`src/rtl/hilo_ctrl_pkg.sv`:
```
// Shared encodings for the HI/LO controller: FSM states and read-port select.
package hilo_ctrl_pkg;

  localparam int unsigned DATA_W = 32;

  typedef enum logic [2:0] {
    IDLE    = 3'd0,
    M_START = 3'd1,
    M_WAIT  = 3'd2,
    D_START = 3'd3,
    D_WAIT  = 3'd4
  } state_t;

  typedef enum logic [1:0] {
    SEL_NONE = 2'd0,
    SEL_HI   = 2'd1,
    SEL_LO   = 2'd2
  } rd_sel_t;

  // Read-port select from the op vector {mult, div, mthi, mtlo, mfhi, mflo}.
  // Any higher-priority op wins over a read, so the read is not served.
  function automatic rd_sel_t rd_select(input logic [5:0] ops);
    rd_sel_t sel;
    sel = SEL_NONE;
    if (ops[5:2] == 4'b0000) begin
      if (ops[1])      sel = SEL_HI;
      else if (ops[0]) sel = SEL_LO;
    end
    return sel;
  endfunction

endpackage

```
`src/rtl/hilo_ctrl.sv`:
```
// HI/LO register owner: sequences mult/div units, stalls upstream while busy,
// serves MTHI/MTLO writes and MFHI/MFLO reads.
module hilo_ctrl
  import hilo_ctrl_pkg::*;
#(
  parameter int unsigned TIMEOUT = 63
) (
  input  logic        clk,
  input  logic        rst,
  input  logic        op_mult,
  input  logic        op_div,
  input  logic        op_mthi,
  input  logic        op_mtlo,
  input  logic        op_mfhi,
  input  logic        op_mflo,
  input  logic [31:0] wr_data,
  input  logic        mult_end,
  input  logic [31:0] mult_hi,
  input  logic [31:0] mult_lo,
  input  logic        div_end,
  input  logic        div_zero,
  input  logic [31:0] div_hi,
  input  logic [31:0] div_lo,
  output logic        mult_start,
  output logic        div_start,
  output logic        stall,
  output logic [31:0] rd_data,
  output logic [31:0] hi,
  output logic [31:0] lo,
  output logic        timeout_err
);

  localparam int unsigned TW = $clog2(TIMEOUT + 1);

  state_t               state, state_d;
  logic [TW-1:0]        timer, timer_d;
  logic [DATA_W-1:0]    hi_d, lo_d;
  logic                 timeout_d;
  logic [5:0]           ops;
  rd_sel_t              rd_sel;

  assign ops = {op_mult, op_div, op_mthi, op_mtlo, op_mfhi, op_mflo};

  // Upstream hold and read port (combinational by design).
  always_comb begin
    rd_sel  = rd_select(ops);
    stall   = (state != IDLE) && (ops != 6'b000000);
    rd_data = '0;
    case (rd_sel)
      SEL_HI:  rd_data = hi;
      SEL_LO:  rd_data = lo;
      default: rd_data = '0;
    endcase
  end

  // Next-state, HI/LO update and wait-timer logic.
  always_comb begin
    state_d   = state;
    hi_d      = hi;
    lo_d      = lo;
    timer_d   = timer;
    timeout_d = 1'b0;
    case (state)
      IDLE: begin
        // *_end levels are ignored here; only the priority winner is taken.
        if (op_mult) begin
          state_d = M_START;
          timer_d = '0;
        end else if (op_div) begin
          state_d = D_START;
          timer_d = '0;
        end else if (op_mthi) begin
          hi_d = wr_data;
        end else if (op_mtlo) begin
          lo_d = wr_data;
        end
      end
      // A stale *_end from the previous op is still high during START.
      M_START: state_d = M_WAIT;
      D_START: state_d = D_WAIT;
      M_WAIT: begin
        if (mult_end) begin
          state_d = IDLE;
          hi_d    = mult_hi;
          lo_d    = mult_lo;
        end else if (timer == TW'(TIMEOUT)) begin
          state_d   = IDLE;
          timeout_d = 1'b1;
        end else begin
          timer_d = timer + TW'(1);
        end
      end
      D_WAIT: begin
        if (div_end) begin
          state_d = IDLE;
          if (!div_zero) begin
            hi_d = div_hi;
            lo_d = div_lo;
          end
        end else if (timer == TW'(TIMEOUT)) begin
          state_d   = IDLE;
          timeout_d = 1'b1;
        end else begin
          timer_d = timer + TW'(1);
        end
      end
      default: state_d = IDLE;
    endcase
  end

  // State, architectural registers and registered pulse outputs.
  always_ff @(posedge clk) begin
    if (rst) begin
      state       <= IDLE;
      timer       <= '0;
      hi          <= '0;
      lo          <= '0;
      mult_start  <= 1'b0;
      div_start   <= 1'b0;
      timeout_err <= 1'b0;
    end else begin
      state       <= state_d;
      timer       <= timer_d;
      hi          <= hi_d;
      lo          <= lo_d;
      mult_start  <= (state_d == M_START);
      div_start   <= (state_d == D_START);
      timeout_err <= timeout_d;
    end
  end

endmodule

```
`config.mk`:
```
export PLATFORM = sky130hd
export DESIGN_NAME = hilo_ctrl
export DESIGN_NICKNAME = d
export VERILOG_FILES = /design/src/rtl/hilo_ctrl_pkg.sv /design/src/rtl/hilo_ctrl.sv
export SDC_FILE = /design/constraint.sdc
export NUM_CORES = 1
export LEC_CHECK = 0
export CELL_PAD_IN_SITES_DETAIL_PLACEMENT = 0
export CELL_PAD_IN_SITES_GLOBAL_PLACEMENT = 2
export CORE_MARGIN = 2
export CORE_UTILIZATION = 24
export CTS_BUF_LIST = sky130_fd_sc_hd__clkbuf_8
export CTS_CLUSTER_SIZE = 12
export DETAILED_ROUTE_END_ITERATION = 10
export PLACE_DENSITY = 0.95
export SYNTH_ARGS = -nofsm -noshare
export SYNTH_HDL_FRONTEND = slang
export SYNTH_SLANG_ARGS = --single-unit
```
`constraint.sdc`:
```
create_clock -name clk -period 3.8 [get_ports clk]
set_clock_uncertainty 0.1 [all_clocks]
set_input_delay 0.57 -clock clk [delete_from_list [all_inputs] [get_ports clk]]
set_output_delay 0.57 -clock clk [all_outputs]
set_load 0.02 [all_outputs]
```
==> flow_summary.ini <==
[yosys]
ys_async_sr_fraction_pct = 0
mappedNetlistArea_sq_mm = 0.005602
synthesis.instances = 722
yosys_warn_count = 0
sequential_share_of_the_synthesized_area_pct = 27.16
synth_common_cells = o21ai_0 (102), dfxtp_1 (76), a21oi_1 (70)
synth.top_cells.by_area = dfxtp_1 (27%), a2111o_1 (12%), o21ai_0 (9.1%), o311ai_0 (8.9%), nand2b_1 (7.3%)
synth-edff-count = 0
synthesis.area_per_instance_sq_um = 7.758
synth.top_cell.area_share_pct = 27.16
ys_types = 44
synth_top_cell_by_area = dfxtp_1
synth_most_common_cell = o21ai_0
syn-num-nets = 896
synth.ff_latch_count = 76
synth-main-ff-cell = dfxtp_1

[power_and_ir_drop]
power_density_mw_per_mm2 = 314.9
power_switching_share_pct = 37.27
net_load_switching_power_uw = 1050
power.clock.fraction_pct = 22.6
power.sequential.fraction_pct = 35.8
power.combinational.fraction_pct = 41.6
vdd_ir_drop_max_mv = 0.1684
cellLeakagePower_uw = 0.003267
intPower_uw = 1768

[floorplan]
fp.dieH_um = 156.8
floorplan.rows = 55
ioPinCount = 271
design.die.area_sq_mm = 0.02458
design.core.area_sq_mm = 0.02278
dieWidth_um = 156.8
floorplan.initialDensity_pct = 24.59

[clocking]
cts.repair.resized = 0
cts_setup_buffers = 0
cts.sinks = 76
numCtsBuffers = 9
cts_hold_buffers = 0
clock_tree.root_cell = clkbuf_8
clk_latency_ns = 0.36
reg_clk_slew_reported_paths_ns = 0.08
ctsLongestPathBuffers = 2
htree_num_levels = 3
tritoncts = done

[status]
status = finished, final reports clean

[critical_path]
timing.critical_path.from_type = primary input
timing.critical_path.cells = clkdlybuf4s50_1 > or2_2 > nor4_1 > buf_4 > and2_1 > ha_2 > buf_12 > a22oi_1 > nor2_1 > clkdlybuf4s50_1
arrival_ns = 2.97
crit_path_max_fanout = 7
critPathRequiredTime_ns = 3.13
cell_type_of_the_slowest_stage_on_the_worst_timing_path = clkdlybuf4s50_1
worst_path_most_repeated_cell = clkdlybuf4s50_1
worst_r2r_path_depth = 5
worstSetupEndpointType = output pin
max_stage_delay_ns = 0.62
setup.worst_path.class = in -> out

[global_route]
number_of_antenna_violations_at_the_first_check_in_global_routing = 1
grt_pass1_vias = 6580
grt-ovfl-total = 0
grtUsageTotal_pct = 18.99
global_route_wire_length_before_repair_mm = 36.76
grt_max_degree = 87

[drt]
route.final.wire_length_mm = 24.13
drt_drc_violations_left = 0
dr.pass1.iters = 5
drtAntennaViolNets = 0
drtIter0Drc = 509
wire_per_inst_um = 19.14
via_per_inst = 5.387
vias = 6793

[cells_and_area]
layout.nets = 1118
ant_cells = 0
multi_input_comb_area_sq_mm = 0.003710
seq_area_sq_mm = 0.001528
area_delta_synth_final_pct = 59.75
fillCellCount = 2321
final_util_pct = 39.29
final_layout_size_suffix_gt1_share_pct = 6.224

[run]
cap_violations = 0

[timing]
report.final.slew_viol_count = 0
grt_setup_unrepaired = no
setup_tns_ns = 0
finalCriticalPeriod_ns = 3.637
fmax_mhz = 275.0
finalSetupViolations = 0
share_of_the_cycle_needed_by_the_critical_path_after_routing_pct = 95.71
hold_violations = 0
worstMarginPinSlew_ns = 0.8230
relSlewSlack_pct = 45.13

[hold_path]
worst_hold_path_type = reg -> reg
holdPathStages = 2

[placed_design]
port_buffers = 270
gpl.final_weighted_congestion = 0.8502
post_detailed_placement_half_perimeter_wirelength_mm = 17.21
## cells by family (layout without fill, tap and decap cells)
kind of cell / Yosys count / after routing / synth area share [%]
adder cells (fa/ha/maj): 3 / 3 / 0.6702
flip-flops: 76 / 76 / 27.16
buffers and inverters: 97 / 323 / 7.170
AND/OR/NAND/NOR: 173 / 173 / 17.78
AO/OA/AOI/OAI: 373 / 373 / 47.22
## final timing paths
path	startpoint	to	slack, ns
worst max register to register	state[1]	lo[24]	1.06
worst max-delay path	op_div	rd_data[13]	0.16
worst min-delay path	lo[17]	lo[17]	0.39
worst min register to register	lo[17]	lo[17]	0.39
## area by class of cell
cell class | instances | share of cell area [%]
Clock buffer | 10 | 1.538
Sequential cell | 76 | 17.07
Clock inverter | 5 | 0.6012
Timing Repair Buffer | 298 | 34.54
Tap cell | 313 | 4.376
Inverter | 10 | 0.4195
Multi-Input combinational cell | 549 | 41.46
## sequential cells by signal, summed over array words and instances (netlist names)
name         flops
div_start        1
hi              32
lo              32
mult_start       1
state            3
timeout_err      1
timer            6
## power groups by stage
stage	logic [uW]	clock network, uW	registers [uW]
finish	1170	636	1010
global route	1270	694	1030
CTS	1180	658	1010
detailed placement	1170	0	1030
global placement	1170	0	1030
floorplan	555	0	1080
## cells in the final DEF, fill, tap and decap left out, types with 6 or more instances in the layout
cell type	count
nand2b_1	64
dlymetal6s2s_1	28
buf_12	9
clkbuf_8	10
a2111o_1	62
inv_1	11
buf_4	19
nor2b_1	7
o21ai_1	27
o311ai_0	57
a21oi_1	70
or3_1	34
a22oi_1	33
nor2_1	37
clkdlybuf4s50_1	241
o21ai_0	102
o311ai_1	7
nor3_1	6
dfxtp_1	73
## worst max-delay path, delay by kind of cell
family                   cells  cell delay [ns]
AND/OR/NAND/NOR              4             0.76
adder cells (fa/ha/maj)      1             0.20
AO/OA/AOI/OAI                1             0.07
buffers and inverters        4             1.35
## per-layer routing
layer	track usage (%)	vias to the layer above	part of all wire, %
li1	-	3286	-
met3	3.877	30	7.0
met1	24.80	3202	45
met4	5.636	2	2.0
met2	31.45	273	46
met5	0	-	0.054
## stage by stage
step	cells	total power, uW	hold WS, ns	instance area [sq um]	setup slack (ns)
final	1261	2818	0.3946	8949	0.1631
after global routing	1261	2997	0.4198	8949	0.001780
after CTS	1261	2847	0.3960	8869	0.01614
after detailed placement	1246	2200	0.3849	8677	0.01644
after global placement	1246	2198	0.3745	8677	0.03062
after floorplan	722	1635	0.3608	5602	0.9257
Note: power is estimated with default switching activity, not from simulation.
